`src/rtl/cla_pkg.sv`:
```
// Shared constants and helpers for the pipelined carry-lookahead adder.
// No logic; the pipeline depth is derived from operand width and group size.
// No flow control here.
package cla_pkg;
    localparam int WIDTH_DEF = 16;
    localparam int GROUP_DEF = 4;

    function automatic int cla_nstg(input int width, input int group);
        return width / group;
    endfunction
endpackage

```
`src/rtl/cla_group.sv`:
```
// GROUP-bit carry-lookahead slice with generate/propagate expansion per bit.
// Latency: purely combinational.
// Backpressure: none, the caller's registers decide when results are captured.
module cla_group
    import cla_pkg::*;
#(
    parameter int GROUP = GROUP_DEF
) (
    input  logic [GROUP-1:0] a,
    input  logic [GROUP-1:0] b,
    input  logic             cin,
    output logic [GROUP-1:0] s,
    output logic             cout,
    output logic             cmsb
);
    logic [GROUP-1:0] p;
    logic [GROUP-1:0] g;
    logic [GROUP:0]   c;
    logic             prod;

    assign p = a ^ b;
    assign g = a & b;

    // Each carry is a flat sum of products: g[j] gated by all propagates above j.
    always_comb begin
        c    = '0;
        prod = 1'b1;
        c[0] = cin;
        for (int i = 0; i < GROUP; i++) begin
            prod     = 1'b1;
            c[i + 1] = 1'b0;
            for (int j = i; j >= 0; j--) begin
                c[i + 1] = c[i + 1] | (g[j] & prod);
                prod     = prod & p[j];
            end
            c[i + 1] = c[i + 1] | (prod & cin);
        end
    end

    assign s    = p ^ c[GROUP-1:0];
    assign cout = c[GROUP];
    assign cmsb = c[GROUP-1];
endmodule

```
`src/rtl/pipelined_cla_adder.sv`:
```
// Add/subtract pipeline resolving one lookahead group per stage, operands skewed alongside.
// Latency: WIDTH/GROUP cycles from accepted input to out_valid; one result per cycle.
// Backpressure: single advance enable (~out_valid | out_ready) freezes every stage at once.
module pipelined_cla_adder
    import cla_pkg::*;
#(
    parameter int WIDTH = WIDTH_DEF,
    parameter int GROUP = GROUP_DEF
) (
    input  logic             clk,
    input  logic             rst_n,
    input  logic             in_valid,
    output logic             in_ready,
    input  logic [WIDTH-1:0] a,
    input  logic [WIDTH-1:0] b,
    input  logic             c0,
    input  logic             sub,
    output logic             out_valid,
    input  logic             out_ready,
    output logic [WIDTH-1:0] s,
    output logic             c4,
    output logic             ovf
);
    localparam int NSTG = cla_nstg(WIDTH, GROUP);
    localparam int NPQ  = (NSTG > 1) ? NSTG - 1 : 1;

    typedef struct packed {
        logic [WIDTH-1:0] a;
        logic [WIDTH-1:0] b;
        logic [WIDTH-1:0] s;
        logic             cy;
    } stg_t;

    logic adv;
    stg_t st_q  [NPQ];
    logic vld_q [NPQ];

    assign adv      = ~out_valid | out_ready;
    assign in_ready = adv;

    for (genvar k = 0; k < NSTG; k++) begin : g_stg
        logic [WIDTH-1:0] ain, bin, sin, snew;
        logic             cin, vin;
        logic [GROUP-1:0] gs;
        logic             gc, gm;

        // B is inverted once on entry, so later stages see an ordinary add.
        if (k == 0) begin : g_src
            assign ain = a;
            assign bin = sub ? ~b : b;
            assign sin = '0;
            assign cin = sub ? 1'b1 : c0;
            assign vin = in_valid;
        end else begin : g_src
            assign ain = st_q[k-1].a;
            assign bin = st_q[k-1].b;
            assign sin = st_q[k-1].s;
            assign cin = st_q[k-1].cy;
            assign vin = vld_q[k-1];
        end

        cla_group #(.GROUP(GROUP)) u_grp (
            .a    (ain[k*GROUP +: GROUP]),
            .b    (bin[k*GROUP +: GROUP]),
            .cin  (cin),
            .s    (gs),
            .cout (gc),
            .cmsb (gm)
        );

        always_comb begin
            snew                   = sin;
            snew[k*GROUP +: GROUP] = gs;
        end

        if (k < NSTG - 1) begin : g_reg
            always_ff @(posedge clk or negedge rst_n) begin
                if (!rst_n) begin
                    vld_q[k] <= 1'b0;
                end else if (adv) begin
                    vld_q[k] <= vin;
                end
            end

            always_ff @(posedge clk) begin
                if (adv) begin
                    st_q[k] <= '{a: ain, b: bin, s: snew, cy: gc};
                end
            end
        end else begin : g_out
            always_ff @(posedge clk or negedge rst_n) begin
                if (!rst_n) begin
                    out_valid <= 1'b0;
                    s         <= '0;
                    c4        <= 1'b0;
                    ovf       <= 1'b0;
                end else if (adv) begin
                    out_valid <= vin;
                    s         <= snew;
                    c4        <= gc;
                    ovf       <= gc ^ gm;
                end
            end
        end
    end
endmodule
```
`config.mk`:
```
export PLATFORM = sky130hd
export DESIGN_NAME = pipelined_cla_adder
export DESIGN_NICKNAME = d
export VERILOG_FILES = /design/src/rtl/cla_pkg.sv /design/src/rtl/cla_group.sv /design/src/rtl/pipelined_cla_adder.sv
export SDC_FILE = /design/constraint.sdc
export NUM_CORES = 1
export LEC_CHECK = 0
export BUFFER_PORTS_ARGS = -buffer_cell sky130_fd_sc_hd__clkbuf_2
export CAP_MARGIN = 20
export CORE_ASPECT_RATIO = 1.2
export CORE_UTILIZATION = 61
export CTS_BUF_LIST = sky130_fd_sc_hd__clkbuf_16
export DETAILED_ROUTE_END_ITERATION = 10
export GPL_ROUTABILITY_DRIVEN = 0
export PLACE_DENSITY_LB_ADDON = 0.2
export SLEW_MARGIN = 30
export SYNTH_ARGS = -nofsm -noshare
export SYNTH_HDL_FRONTEND = slang
export SYNTH_HIERARCHICAL = 1
export SYNTH_SLANG_ARGS = --single-unit
```
`constraint.sdc`:
```
create_clock -name clk -period 3.1 [get_ports clk]
set_input_delay 0.155 -clock clk [delete_from_list [all_inputs] [get_ports clk]]
set_output_delay 0.155 -clock clk [all_outputs]
set_load 0.01 [all_outputs]
```
* After elaboration in Yosys (flattened, before gate mapping)
Memory sizes are Yosys's and may differ from the RTL's.
Cells that the tools add are included.
** Operators by class
- Mux-type cells :: 4
- Bitwise operators :: 120
** Operator list (number)
- $and 1x1->1 :: 64
- $or 1x1->1 :: 41
- $xor 4x4->4 :: 8
- $and 4x4->4 :: 4
- $mux 16 :: 1
- $not 16->16 :: 1
- $mux 1 :: 3
- $not 1->1 :: 1
- $xor 1x1->1 :: 1
** Storage, ports and cells
- Output and inout port bits :: 20
- Memories kept :: 1
- RAM bits :: 147
- Word-level logic and storage cells :: 132
- Input port bits :: 38
- Register bits after elaboration :: 22
** Memories
- st_q :: depth 3, bits a word 49, read ports 3, clocked after Yosys merged registers in 0, wr ports 3, RTL line pipelined_cla_adder.sv:35 : stg_t st_q [NPQ];

* Longest topological paths before layout
Gate-level depths: netlist (run 1).
- Depth in word-level cells :: 8
- Gate-level depth with buffers :: 6
- Gate-level depth less buffers :: 6

* Cells and area by module
The synthesis (run 1) kept the hierarchy.
** By module, submodules not included
- pipelined_cla_adder :: area an instance 3345.7 um^2, cells an instance 143, seq. area each 2802.7 um^2, times used 1
- cla_group at g_stg[0].u_grp ... :: area an instance 155.1 um^2, cells an instance 18, seq. area each 0.0 um^2, times used 3
- cla_group at g_stg[3].u_grp :: area an instance 140.1 um^2, cells an instance 14, seq. area each 0.0 um^2, times used 1

* Worst setup path before layout (run 1)
Ideal clock, no wire load.
- Kind :: reg-to-reg
- Start :: mem st_q[0][131] in the netlist's numbering
- End :: reg ovf
- Path slack :: 1.302 ns
- Required time :: 2.975 ns
- Stages on the path, launching flop included :: 7
- Clock period less this slack :: 1.798 ns
- Path buffers :: 0
- Setup time :: 0.125 ns
- Arrival :: 1.673 ns
- Path through :: edfxtp_1 -> ha_1 -> a211oi_2 -> o21bai_2 -> a21o_1 -> xor2_1 -> mux2_2
** RTL lines
- start, declared :: RTL line pipelined_cla_adder.sv:35
- end signal, assigned :: RTL line pipelined_cla_adder.sv:101 : ovf <= gc ^ gm;
- end, declared :: RTL line pipelined_cla_adder.sv:22 : output logic ovf

==> results of run 1 <==
[synth_stat cells, drive strengths merged]
cell type,count,area share
a211oi,4,0.013
a21o,4,0.0076
buf,5,0.016
dfrtp,22,0.14
edfxtp,75,0.57
fa,4,0.020
ha,16,0.051
inv,12,0.011
mux2,21,0.077
nand2b,2,0.0051
nor2,8,0.0076
o21ai,4,0.0051
o21bai,4,0.011
or2,1,0.0016
xnor2,3,0.0067
xor2,26,0.058
[cell usage in the layout, fill, tap and decap left out, drive strengths merged, types with 4 or more instances in the layout]
cell          n
ha           16
fa            4
clkinv        5
edfxtp       75
xor2         26
dfrtp        22
clkbuf       66
nor2          8
a21o          4
inv          14
o21ai         4
o21bai        4
mux2         21
a211oi        4
dlygate4sd3  13
[worst min-delay path by stage]
stage | from | end | slack, ns | depth (start not counted)
after floorplan | rst_n | c4$_DFFE_PN0P_ | -0.14 | 0
after global placement | rst_n | s[12]$_DFFE_PN0P_ | 0.16 | 1
after detailed placement | rst_n | s[13]$_DFFE_PN0P_ | 0.16 | 1
after CTS | in_valid | g_stg[1].vin$_DFFE_PN0P_ | 0.05 | 2
after global routing | in_valid | g_stg[1].vin$_DFFE_PN0P_ | 0.05 | 2
final | in_valid | g_stg[1].vin$_DFFE_PN0P_ | 0.07 | 2
[power by group]
group,switching [mW],total [mW],internal [mW]
logic,0.542,1.15,0.605
registers,0.183,2.18,2.00
clock network,0.438,0.981,0.543
[metrics by stage]
step / worst slack [ns] / hold WS, ns / cells
2_1_floorplan: 1.302 / -0.1406 / 211
3_3_place_gp: 1.247 / 0.1553 / 348
3_5_place_dp: 1.194 / 0.1553 / 348
4_1_cts: 1.208 / 0.04995 / 377
5_1_grt: 1.118 / 0.05335 / 377
6_report: 1.227 / 0.06554 / 377
[per-layer routing]
metal  part of all wire  routed length (um)
met5                  0                   0
met4              0.023                 111
met3              0.056                 271
met2               0.48                2314
met1               0.44                2155
[timing repair]
action                                 in CTS  in global routing
setup buffers                               0                  0
hold buffers                               13                  0
gates resized for setup                     0                  0
endpoints found under the hold margin      34                  0
[flip-flops by register name, indices dropped and copies added (netlist names)]
signal and flops:
st_q 75, s 16, g_stg.vin 3, c4 1, out_valid 1, ovf 1
[worst register-to-register path, cell delays in order, from the launching register on]
cell,delay (ns)
edfxtp_1,0.42
ha_1,0.32
a211oi_2,0.27
o21bai_2,0.14
a21o_1,0.21
xor2_1,0.14
mux2_2,0.26
[layout make-up]
cell class / instances / area [um2]
clock inverters: 7 / 45.04
clock buffers: 9 / 225.2
repair buffers: 73 / 437.9
flip-flops and latches: 97 / 2803
inverters: 12 / 45.04
fillers: 383 / 1430
well taps: 82 / 102.6
multi-input cells: 97 / 1040
[cell families (layout without fill, tap and decap cells)]
logic type	Yosys count	count (layout)	share of synthesized area
simple gates	11	11	0.01425
fa+ha+maj	20	20	0.07093
xor+xnor	29	29	0.06428
flops	97	97	0.7093
buf+inv	17	101	0.02755
compound gates	16	16	0.03673
mux	21	21	0.07695
==> metrics, run 1 <==
crit-path leading delay family=compound AO/OA/AOI/OAI gates; Core Util, Final=0.7666; cts bufs inserted=9; Mapped Cells=211; Max H-tree Level=3; die area=6805 um2; largest net degree at the start of global routing=44; fraction of layout cells with a size suffix above 1=0.3593; post-route ant nets=0; Hold Vio Cnt, Final=0; global route overflow=0; outcome=complete, no violations; GR Layer Usage met2=0.2470; count of cell types in the netlist=21; Tightest Pin Transition=0.6050 ns; final period utilization=0.6043; clock sink count=97; kind of critical path=flop to flop; mean post-synth cell area=18.73 um2; Nets=348; Die Ht=90.17 um; DR WL/cell=12.87 um; global-route wire length before repair=7.935 mm; Worst Path Arrival=2.09 ns; Worst Setup End Kind=flop; Critical Path Sink=ovf$_DFFE_PN0P_; Crit-path slowest cell=edfxtp_1; initial core utilization=0.6448; DR vias/cell=4.894; post-DP HPWL=3.103 mm; # IOs=58; # setup viols final=0; CP cell instances=ha_1, a211oi_2, o21bai_2, a21o_1, xor2_1, mux2_2; CP bufs+invs=0; worst hold path type=input port to flop; Ys Warns=6; busiest grt layer=met2; row count=31; starting DRC count in detailed routing=60; drt first pass iters=4; overall routed net length=4.852 mm; IO buf count=57; CP required=3.32 ns; initial antenna violation count=0; total of max-cap violations=0; post-route cell area=4698 um2; DRC=0; Max Fclk=533.8 MHz; Tmin final=1.873 ns; Reg2Reg Launch Point=st_q[0][131]$_DFFE_PP_; R2R cell count=6; Core Area=6128 um2; Worst slew margin=0.5964; Critical Path Start Type=flop; clk buf depth=2; routed vias=1845; synthesized area=3951 um2; reg2reg end=ovf$_DFFE_PN0P_; post-synthesis register bit count=97; Setup Skew=0.007132 ns; Setup crit start=st_q[0][131]$_DFFE_PP_; GRT Overall Usage=0.1644; TritonCTS clock tree=done; Crit. path cell count=6; Max VDD drop=0.0005281 V; Worst Path Max Fanout=3; Design Power=4.311 mW; met1 GRT Util=0.2014; Pwr Density=917.6 nW/um2; Syn Nets=269; GR Util met3=0.07399; Die W=75.47 um; Leak Pwr=2.061 nW; Inserted Diodes=0; final slew viol count=0; Placed Area=4298 um2; Crit path largest cell delay=0.42 ns; RSZ-0062 raised after global routing=no; area delta synth->final=18.90%; Skew-Pair Late Insertion Delay=0.33 ns; sequential share of the synthesized area=0.7093; clk slew on worst S/H paths=0.06 ns; minimum setup slack among reg-to-reg paths=1.23 ns; clock root cell=clkbuf_16; number of global-route vias before repair=1820; setup tns final=0 ns
(Power assumes the default switching activity.)
==> run 2: changes to the inputs <==
--- a/config.mk
+++ b/config.mk
@@ -8,7 +8,7 @@
 export BUFFER_PORTS_ARGS = -buffer_cell sky130_fd_sc_hd__clkbuf_2
 export CAP_MARGIN = 20
 export CORE_ASPECT_RATIO = 1.2
-export CORE_UTILIZATION = 61
+export CORE_UTILIZATION = 51
 export CTS_BUF_LIST = sky130_fd_sc_hd__clkbuf_16
 export DETAILED_ROUTE_END_ITERATION = 10
 export GPL_ROUTABILITY_DRIVEN = 0
==> constraint.sdc (replaced) <==
create_clock -name clk -period 1.5 [get_ports clk]
set_input_delay 0.075 -clock clk [delete_from_list [all_inputs] [get_ports clk]]
set_output_delay 0.075 -clock clk [all_outputs]
set_load 0.01 [all_outputs]
==> run 2 against run 1 <==
- the run now ends with setup timing left
- clock-buffer cell count did not move
- worst setup slack got worse by 1.4 ns
- cell area rose by 3.7%
- largest cell class unchanged
- largest power group unchanged
- sequential share of layout area fell by 2.1 points
- sequential power rose by 110%
- total power rose by 120%
- utilization fell by 10 points
- routed wire length rose by 7.9%
- critical path depth did not move
- worst hold slack got worse by 0.020 ns
==> metrics, run 2 (same netlist as run 1, synthesis figures left out) <==
outcome=complete, but fails checks; violated checks=setup timing; max reg flops=75 (unchanged); CP bufs+invs=0 (unchanged); cts bufs inserted=9 (unchanged); R2R cell count=6 (unchanged); Worst slew margin=0.6165 (+0.02010); Max VDD drop=0.001082 V (+100%); row count=34 (+9.7%); Worst Setup End Kind=flop; initial antenna violation count=0 (unchanged); Setup Skew=0.006760 ns (-0.0003725 ns); Max H-tree Level=3 (unchanged); Worst Path Max Fanout=2 (-1); Design Power=9.332 mW (+120%); overall routed net length=5.233 mm (+7.9%); RSZ-0062 raised after global routing=yes; fraction of layout cells with a size suffix above 1=0.3811 (+0.02179); Critical Path Start Type=flop; CP required=1.71 ns (-1.61 ns); clock root cell=clkbuf_16; setup tns final=-0.5269 ns (-0.5269 ns); Die W=82.35 um (+9.1%); global route overflow=0 (unchanged); Pwr Density=1915 nW/um2 (+110%); worst hold path type=input port to flop; Inserted Diodes=0 (unchanged); CP cell instances=ha_1, a211oi_2, o21bai_2, a21o_1, xor2_1, mux2_4; global-route wire length before repair=8.583 mm (+8.2%); DR WL/cell=13.18 um (+2.4%); Core Area=7360 um2 (+20%); Nets=360 (+3.4%); sequential cell area=2803 um2 (unchanged); routed vias=1921 (+4.1%); number of global-route vias before repair=1921 (+5.5%); post-route ant nets=0 (unchanged); Max Fclk=582.4 MHz (+9.1%); clock sink count=97 (unchanged); drt first pass iters=3 (-1); final slew viol count=0 (unchanged); Tightest Pin Transition=0.5753 ns (-0.02978 ns); hold path depth=2 (unchanged); DRC=0 (unchanged); area delta synth->final=23.34%; Die Ht=98.42 um (+9.2%); most flop-heavy register=st_q; crit-path leading delay family=compound AO/OA/AOI/OAI gates; largest net degree at the start of global routing=50 (+14%); WHS=0.04574 ns (-0.01981 ns); # IOs=58 (unchanged); Worst Path Arrival=1.93 ns (-0.16 ns); post-DP HPWL=3.463 mm (+12%); IO buf count=57 (unchanged); die area=8105 um2 (+19%); # fillers=520 (+36%); DR vias/cell=4.839 (-1.1%); GRT Overall Usage=0.1471 (-0.01721); Skew-Pair Late Insertion Delay=0.33 ns (about the same); Crit. path cell count=6 (unchanged); leading cell type in the layout, fill and taps excluded=edfxtp_1; Tmin final=1.717 ns (-0.1563 ns); Crit-path slowest cell=edfxtp_1; Crit path largest cell delay=0.39 ns (-0.03 ns); clk slew on worst S/H paths=0.06 ns (about the same); initial core utilization=0.5369 (-0.1079); Multi-input gate area=1070 um2 (+2.9%); TritonCTS clock tree=done; final worst slack=-0.2169 ns (-1.444 ns); clk buf depth=2 (unchanged); total of max-cap violations=0 (unchanged); starting DRC count in detailed routing=155 (+160%); Hold Vio Cnt, Final=0 (unchanged); Leak Pwr=2.142 nW (+3.9%); kind of critical path=flop to flop; commonest non-fill, non-tap cells in the layout=edfxtp_1, clkbuf_2, xor2_1, dfrtp_1, mux2_4; # setup viols final=4 (+4); final period utilization=1.145 (+0.5403)
## run 2: cell type report
class,instances,share of cell area
inverter,12,0.009243
sequential,97,0.5751
timing repair buffer,85,0.1140
tap,90,0.02311
clock inverter,7,0.01284
clock buffer,9,0.04621
multi-input combinational,97,0.2195
## run 2: worst paths after layout
path / slack, ns / start / end
worst max-delay path: -0.22 / st_q[0][115]$_DFFE_PP_ / ovf$_DFFE_PN0P_
worst min-delay path: 0.05 / b[9] / st_q[0][14]$_DFFE_PP_
worst max register to register: -0.22 / st_q[0][115]$_DFFE_PP_ / ovf$_DFFE_PN0P_
worst min register to register: 0.42 / st_q[0][32]$_DFFE_PP_ / st_q[0][81]$_DFFE_PP_
max in group asynchronous: 0.84 / rst_n / c4$_DFFE_PN0P_
min in group asynchronous: 0.27 / rst_n / s[11]$_DFFE_PN0P_
## run 2: stage by stage
| step | util | worst slack, ns | std cells | instance area [um2] |
|---|---|---|---|---|
| global route | 0.6622 | -0.2942 | 397 | 4873 |
| CTS | 0.6612 | -0.2315 | 397 | 4866 |
| global placement | 0.5984 | -0.2215 | 365 | 4404 |
| floorplan | - | -0.2198 | 211 | 3955 |
| finish | 0.6622 | -0.2169 | 397 | 4873 |
| detailed placement | 0.5984 | -0.2460 | 365 | 4404 |
## run 2: metal layers
layer / part of all wire / GRT usage
met1: 0.43 / 0.1801
met2: 0.52 / 0.2359
met3: 0.034 / 0.04444
met4: 0.015 / 0.06883
met5: 0 / 0
## run 2: repair_timing
action	CTS	global route
setup endpoints to repair	7	9
gates resized for setup	3	1
pin swaps	6	1
buffers inserted	2	0
endpoints found under the hold margin	35	0
hold buffers	14	0
## run 2: power breakdown
part / switching (mW) / internal [mW]
clock: 0.900 / 1.27
sequential: 0.382 / 4.13
combinational: 1.18 / 1.46
